## src/rtl/nic_pkg.sv

```systemverilog
// nic_pkg: shared ring slot types, ids and the saturating age helper.
package nic_pkg;
  localparam int ID_W = 6;
  localparam int AGE_W = 6;
  localparam int DATA_W = 16;
  localparam int VEC_W = 8;
  localparam logic [ID_W-1:0] BCAST_ID = 6'h3F;
  typedef enum logic [1:0] {PT_NULL, PT_DATA, PT_CTRL, PT_IRQ} pkt_type_e;
  typedef struct packed {
    logic [ID_W-1:0] did;
    logic [ID_W-1:0] sid;
    logic [AGE_W-1:0] age;
    pkt_type_e typ;
    logic [DATA_W-1:0] data;
  } Packet;
  typedef struct packed {
    logic [ID_W-1:0] did;
    logic [ID_W-1:0] sid;
    logic [AGE_W-1:0] age;
    pkt_type_e typ;
    logic [VEC_W-1:0] vec;
  } IPacket;
  function automatic logic [AGE_W-1:0] age_inc(input logic [AGE_W-1:0] a);
    return &a ? a : a + AGE_W'(1);
  endfunction
endpackage

```

## src/rtl/nic_ring_tap_if.sv

```systemverilog
// nic_ring_tap_if: ring slots, local TX/RX queues and interrupt handshake of one tap.
interface nic_ring_tap_if;
  import nic_pkg::*;
  logic [ID_W-1:0] id_i;
  Packet packet_i, packet_o, tx_packet_i, rx_packet_o;
  IPacket ipacket_i, ipacket_o, irq_packet_o;
  logic tx_valid_i, tx_ready_o, rx_valid_o, rx_ready_i, irq_o, irq_ack_i, drop_o;
  modport slave (
    input id_i, packet_i, ipacket_i, tx_valid_i, tx_packet_i, rx_ready_i, irq_ack_i,
    output packet_o, ipacket_o, tx_ready_o, rx_valid_o, rx_packet_o, irq_o, irq_packet_o, drop_o
  );
  modport master (
    output id_i, packet_i, ipacket_i, tx_valid_i, tx_packet_i, rx_ready_i, irq_ack_i,
    input packet_o, ipacket_o, tx_ready_o, rx_valid_o, rx_packet_o, irq_o, irq_packet_o, drop_o
  );
endinterface

```

## src/rtl/nic_fifo.sv

```systemverilog
// nic_fifo: synchronous Packet FIFO; push ignored when full, pop ignored when empty.
module nic_fifo
  import nic_pkg::*;
#(
  parameter int DEPTH = 4,
  localparam int AW = $clog2(DEPTH)
) (
  input  logic clk_i,
  input  logic rst_ni,
  input  logic push,
  input  Packet din,
  input  logic pop,
  output Packet dout,
  output logic full,
  output logic empty,
  output logic [AW:0] count
);
  Packet mem [DEPTH];
  logic [AW-1:0] wr_ptr, rd_ptr;
  logic do_push, do_pop;
  assign full = count == (AW+1)'(DEPTH);
  assign empty = count == '0;
  assign do_push = push && !full;
  assign do_pop = pop && !empty;
  assign dout = mem[rd_ptr];
  always_ff @(posedge clk_i or negedge rst_ni)
    if (!rst_ni) begin
      wr_ptr <= '0;
      rd_ptr <= '0;
      count <= '0;
      for (int i = 0; i < DEPTH; i++) mem[i] <= '0;
    end else begin
      if (do_push) mem[wr_ptr] <= din;
      if (do_push) wr_ptr <= wr_ptr + 1'b1;
      if (do_pop) rd_ptr <= rd_ptr + 1'b1;
      count <= count + (AW+1)'(do_push) - (AW+1)'(do_pop);
    end
endmodule

```

## src/rtl/nic_ring_tap.sv

```systemverilog
// nic_ring_tap: ring attachment stage delivering, inserting, ageing and latching interrupts.
module nic_ring_tap
  import nic_pkg::*;
#(
  parameter int RX_DEPTH = 4,
  parameter int TX_DEPTH = 4,
  parameter logic [AGE_W-1:0] MAX_AGE = 6'd63
) (
  input logic clk_i,
  input logic rst_ni,
  nic_ring_tap_if.slave bus
);
  localparam int RX_AW = $clog2(RX_DEPTH);
  localparam int TX_AW = $clog2(TX_DEPTH);
  Packet fwd, ins, tx_head, packet_d;
  IPacket ip_fwd, ipacket_d;
  logic slot_free, rx_push, rx_pop, tx_pop, drop_p, drop_i, ip_hit, irq_latch;
  logic rx_full, rx_empty, tx_full, tx_empty;
  logic [RX_AW:0] rx_count;
  logic [TX_AW:0] tx_count;
  logic unused_ok;
  assign unused_ok = ^{rx_count, tx_full};
  assign rx_pop = bus.rx_ready_i && !rx_empty;
  assign bus.rx_valid_o = !rx_empty;
  assign bus.tx_ready_o = tx_count != (TX_AW+1)'(TX_DEPTH);
  nic_fifo #(.DEPTH(RX_DEPTH)) u_rx (
    .clk_i(clk_i), .rst_ni(rst_ni), .push(rx_push), .din(bus.packet_i), .pop(rx_pop),
    .dout(bus.rx_packet_o), .full(rx_full), .empty(rx_empty), .count(rx_count)
  );
  nic_fifo #(.DEPTH(TX_DEPTH)) u_tx (
    .clk_i(clk_i), .rst_ni(rst_ni), .push(bus.tx_valid_i), .din(bus.tx_packet_i), .pop(tx_pop),
    .dout(tx_head), .full(tx_full), .empty(tx_empty), .count(tx_count)
  );
  always_comb begin
    slot_free = 1'b0;
    rx_push = 1'b0;
    drop_p = 1'b0;
    fwd = bus.packet_i;
    if (bus.packet_i.typ == PT_NULL) slot_free = 1'b1;
    else if (bus.packet_i.did == bus.id_i) begin
      rx_push = !rx_full;
      slot_free = !rx_full;
      fwd.age = age_inc(bus.packet_i.age);
    end else if (bus.packet_i.did == BCAST_ID) begin
      slot_free = bus.packet_i.sid == bus.id_i;
      rx_push = !slot_free && !rx_full;
    end else if (bus.packet_i.age == MAX_AGE) begin
      slot_free = 1'b1;
      drop_p = 1'b1;
    end else fwd.age = age_inc(bus.packet_i.age);
    // a slot freed by delivery this cycle is immediately reusable for TX
    tx_pop = slot_free && !tx_empty;
    ins = tx_head;
    ins.sid = bus.id_i;
    ins.age = '0;
    packet_d = tx_pop ? ins : slot_free ? '0 : fwd;
    ip_hit = bus.ipacket_i.typ != PT_NULL && bus.ipacket_i.did == bus.id_i;
    irq_latch = ip_hit && (!bus.irq_o || bus.irq_ack_i);
    ip_fwd = bus.ipacket_i;
    drop_i = 1'b0;
    if (ip_hit && !irq_latch) begin
      drop_i = bus.ipacket_i.age == MAX_AGE;
      ip_fwd.age = age_inc(bus.ipacket_i.age);
    end
    ipacket_d = (irq_latch || drop_i) ? '0 : ip_fwd;
  end
  always_ff @(posedge clk_i or negedge rst_ni)
    if (!rst_ni) begin
      bus.packet_o <= '0;
      bus.ipacket_o <= '0;
      bus.irq_packet_o <= '0;
      bus.irq_o <= 1'b0;
      bus.drop_o <= 1'b0;
    end else begin
      bus.packet_o <= packet_d;
      bus.ipacket_o <= ipacket_d;
      bus.drop_o <= drop_p || drop_i;
      bus.irq_o <= irq_latch || (bus.irq_o && !bus.irq_ack_i);
      if (irq_latch) bus.irq_packet_o <= bus.ipacket_i;
    end
endmodule

```

## src/flat_wrapper.sv

```systemverilog
// flat-port wrapper written by rule: the top's interface ports become plain ports
module nic_ring_tap_flat import nic_pkg::*;
#(
  parameter int RX_DEPTH = 4,
  parameter int TX_DEPTH = 4,
  parameter logic [AGE_W-1:0] MAX_AGE = 6'd63
)
  (clk_i, rst_ni, bus_id_i, bus_packet_i, bus_ipacket_i, bus_tx_valid_i, bus_tx_packet_i, bus_rx_ready_i, bus_irq_ack_i, bus_packet_o, bus_ipacket_o, bus_tx_ready_o, bus_rx_valid_o, bus_rx_packet_o, bus_irq_o, bus_irq_packet_o, bus_drop_o);
  nic_ring_tap_if bus_i ();
  input logic clk_i;
  input logic rst_ni;
  input wire logic [$bits(bus_i.id_i)-1:0] bus_id_i;
  input wire logic [$bits(bus_i.packet_i)-1:0] bus_packet_i;
  input wire logic [$bits(bus_i.ipacket_i)-1:0] bus_ipacket_i;
  input wire logic [$bits(bus_i.tx_valid_i)-1:0] bus_tx_valid_i;
  input wire logic [$bits(bus_i.tx_packet_i)-1:0] bus_tx_packet_i;
  input wire logic [$bits(bus_i.rx_ready_i)-1:0] bus_rx_ready_i;
  input wire logic [$bits(bus_i.irq_ack_i)-1:0] bus_irq_ack_i;
  output wire logic [$bits(bus_i.packet_o)-1:0] bus_packet_o;
  output wire logic [$bits(bus_i.ipacket_o)-1:0] bus_ipacket_o;
  output wire logic [$bits(bus_i.tx_ready_o)-1:0] bus_tx_ready_o;
  output wire logic [$bits(bus_i.rx_valid_o)-1:0] bus_rx_valid_o;
  output wire logic [$bits(bus_i.rx_packet_o)-1:0] bus_rx_packet_o;
  output wire logic [$bits(bus_i.irq_o)-1:0] bus_irq_o;
  output wire logic [$bits(bus_i.irq_packet_o)-1:0] bus_irq_packet_o;
  output wire logic [$bits(bus_i.drop_o)-1:0] bus_drop_o;
  assign bus_i.id_i = bus_id_i;
  assign bus_i.packet_i = bus_packet_i;
  assign bus_i.ipacket_i = bus_ipacket_i;
  assign bus_i.tx_valid_i = bus_tx_valid_i;
  assign bus_i.tx_packet_i = bus_tx_packet_i;
  assign bus_i.rx_ready_i = bus_rx_ready_i;
  assign bus_i.irq_ack_i = bus_irq_ack_i;
  assign bus_packet_o = bus_i.packet_o;
  assign bus_ipacket_o = bus_i.ipacket_o;
  assign bus_tx_ready_o = bus_i.tx_ready_o;
  assign bus_rx_valid_o = bus_i.rx_valid_o;
  assign bus_rx_packet_o = bus_i.rx_packet_o;
  assign bus_irq_o = bus_i.irq_o;
  assign bus_irq_packet_o = bus_i.irq_packet_o;
  assign bus_drop_o = bus_i.drop_o;
  nic_ring_tap #(.RX_DEPTH(RX_DEPTH), .TX_DEPTH(TX_DEPTH), .MAX_AGE(MAX_AGE)) u_core (.clk_i(clk_i), .rst_ni(rst_ni), .bus(bus_i));
endmodule
```

## config.mk

```make
export PLATFORM = sky130hd
export DESIGN_NAME = nic_ring_tap_flat
export DESIGN_NICKNAME = d
export VERILOG_FILES = /design/src/rtl/nic_pkg.sv /design/src/rtl/nic_ring_tap_if.sv /design/src/rtl/nic_fifo.sv /design/src/rtl/nic_ring_tap.sv /design/src/flat_wrapper.sv
export SDC_FILE = /design/constraint.sdc
export NUM_CORES = 1
export LEC_CHECK = 0
export CORE_AREA = 2 2 164 182
export CTS_CLUSTER_SIZE = 14
export DETAILED_ROUTE_END_ITERATION = 6
export DIE_AREA = 0 0 166 184
export GPL_ROUTABILITY_DRIVEN = 0
export PLACE_DENSITY = 0.79
export REMOVE_ABC_BUFFERS = 1
export SYNTH_ARGS = -nofsm -noshare
export SYNTH_HDL_FRONTEND = slang
export SYNTH_SLANG_ARGS = --single-unit
```

## constraint.sdc

```tcl
create_clock -name clk_i -period 3.6 [get_ports clk_i]
set_clock_uncertainty 0.15 [all_clocks]
set_input_delay 0.54 -clock clk_i [delete_from_list [all_inputs] [get_ports clk_i]]
set_output_delay 0.54 -clock clk_i [all_outputs]
set_load 0.005 [all_outputs]
```

==> results.cfg <==
[die]
fp.coreArea_um2 = 28500
die_h_um = 184
ios = 243
start_util_pct = 53.5
dieArea_um2 = 30500
die_w_um = 166
rows = 65

[timing]
finalHoldViolCount = 0
finalSetupViolations = 0
tightest_slew_ns = 0.764
min_period_over_period_pct = 87.0
drv_slew = 0
rsz0062_at_grt = no
max_freq_ghz = 0.319
final.min_clock_period_ns = 3.13
max_slew_margin_pct = 49.1

[yosys]
postSynthAreaPerCell_um2 = 15.2
synth_cells = 1006
netlist_area_um2 = 15300
yosys_warnings = 0
yosysSeqAreaShare_pct = 57.0
yosysUniqueCellTypes = 52
yosys_most_used_dff = dfrtp_1
synth_edf_count = 0
async_reset_ff_share_pct = 100
ys_seq_elements = 348

[clock_network]
cts_buffer_depth = 3
numCtsBuffers = 37
cts.sinks = 348
post_cts_resized = 0
clock_latency_ns = 0.51
ctsRootBufferMaster = clkbuf_16
clkTransAtPathRegs_ns = 0.06
cts_tree = yes
htreeDepth = 2

[pwr]
peakVddDrop_uv = 455
power.density_nw_per_um2 = 731
power_mw = 14.3
leakagePower_nw = 8.75

[final_layout]
layout-drive-gt1-share_pct = 35.1
final_core_util_pct = 68.3
syn2layout_area_growth_pct = 27.6
nNetsFinal = 1417
seqCellArea_um2 = 8710
fillerInstances = 1973
multi_input_area_um2 = 6120

[global_route]
track_usage_pct = 24.0
grt_pass1_vias = 10100
grt_max_degree = 98
grt_pass1_wl_um = 57400
grt_antenna_before_repair = 1
grt-ovfl-total = 0

[critical_path]
r2r_slack_ns = 0.99
rr_startpoint = u_core.u_rx.count[1]
crit_type = reg2out
critPathMaxFanout = 20
start_kind = flop
crit_start = u_core.u_rx.rd_ptr[1]
cp-end-kind = output pin
worst_ep_required_time_ns = 2.91
arrival_ns = 2.44

[status]
outcome = finished clean

[drt]
drt_iter0_markers = 531
route.detailed.drc = 0
drtPass1Iterations = 4
wl_per_cell_um = 21.3
routed_wl_um = 35700
antenna_left = 0
via_per_inst = 5.61
vias = 9433

[place]
hpwl_um = 24200
io_buffers = 230

[min_path]
hold_class = reg2reg
worstHoldStart = u_core.u_tx.mem[6]

[run]
drv_cap = 0
==> layout by cell type (no fill, tap or decap), types with 12 or more instances in the layout <==
master           instances
dfrtp_1                345
mux2_2                 269
clkdlybuf4s50_1        229
mux4_2                  60
nand2_1                 55
buf_4                   49
inv_1                   41
clkbuf_16               39
and2_1                  29
mux2i_1                 29
xnor2_1                 20
ha_1                    14
buf_12                  12
==> layout make-up <==
type                       instances  share of cell area (%)
sequential                       348                    44.7
multi-input combinational        570                    31.4
timing repair buffer             292                    15.0
clock buffer                      53                    5.53
tap                              368                    2.36
inverter                          41                   0.789
clock inverter                     8                   0.263
antenna                            1                  0.0128
==> state kept, by name, indices dropped and copies added (netlist names), 2 cells and up <==
signal                   count
u_core.bus.ipacket_o        28
u_core.u_rx.wr_ptr           2
u_core.u_rx.rd_ptr           2
u_core.bus.irq_packet_o     28
u_core.u_tx.wr_ptr           2
u_core.u_tx.rd_ptr           2
u_core.u_tx.count            3
u_core.bus.packet_o         36
u_core.u_tx.mem             96
u_core.u_rx.count            3
u_core.u_rx.mem            144
==> cells in the mapped netlist (9+ instances only) <==
master | count | area (um^2)
and2_1 | 29 | 181
buf_2 | 16 | 80.1
buf_6 | 12 | 135
clkbuf_1 | 14 | 52.6
dfrtp_1 | 348 | 8710
ha_1 | 14 | 175
inv_1 | 41 | 154
mux2_2 | 269 | 3030
mux2i_1 | 29 | 290
mux4_2 | 60 | 1350
nand2_1 | 55 | 206
o21ai_0 | 9 | 45.0
xnor2_1 | 20 | 175
xor2_1 | 9 | 78.8
==> per-layer routing <==
metal,wire (um),up-vias,track usage [%]
met5,13,-,0
met4,980,2,7.90
met3,2040,70,4.99
met2,17500,274,39.7
met1,15300,4910,32.2
li1,-,4177,-
==> critical path, stage by stage (launching register included) <==
cell             delay, ns
dfrtp_2               0.80
buf_12                0.27
mux4_2                0.32
clkdlybuf4s50_1       0.51
==> report_power, final <==
part / internal (mW) / switching (mW) / leakage, nW
Combinational: 2.96 / 1.76 / 3.81
Clock: 2.08 / 1.48 / 0.548
Sequential: 5.24 / 0.733 / 4.40
Total: 10.3 / 3.97 / 8.75
==> kinds of logic (layout without fill, tap and decap cells) <==
logic type	Yosys count	after routing	share of synthesized area (%)
compound gates	40	40	1.91
fa+ha+maj	16	16	1.41
other cells	0	1	0
xor+xnor	29	29	1.66
flops	348	348	57.0
buf+inv	88	394	3.17
mux	358	358	30.6
simple gates	127	127	4.32
==> stage by stage <==
stage               cell area (um^2)  setup slack (ns)  instances  setup TNS [ns]  hold WS (ns)
CTS                            19500             0.463       1680               0         0.352
detailed placement             18400           -0.0385       1618         -0.0385         0.338
floorplan                      15000             0.665        959               0        0.0944
global route                   19500             0.379       1680               0         0.357
global placement               18400            0.0208       1618               0         0.331
finish                         19500             0.470       1681               0         0.348
==> repair_timing <==
action,4_1_cts,5_1_grt
hold buffers,1,0
hold endpoints to repair,90,0
setup buffers,0,0
==> path summary, 6_finish.rpt <==
path | end | cells past startpoint
min in group asynchronous | u_core.bus.irq_packet_o[12] | 2
hold / removal | u_core.u_tx.mem[6] | 1
setup reg to reg | u_core.u_rx.count[2] | 9
max in group asynchronous | u_core.u_rx.mem[113] | 3
setup / recovery | bus_rx_packet_o[17] | 3
hold reg to reg | u_core.u_tx.mem[6] | 1
(Power assumes the default switching activity.)
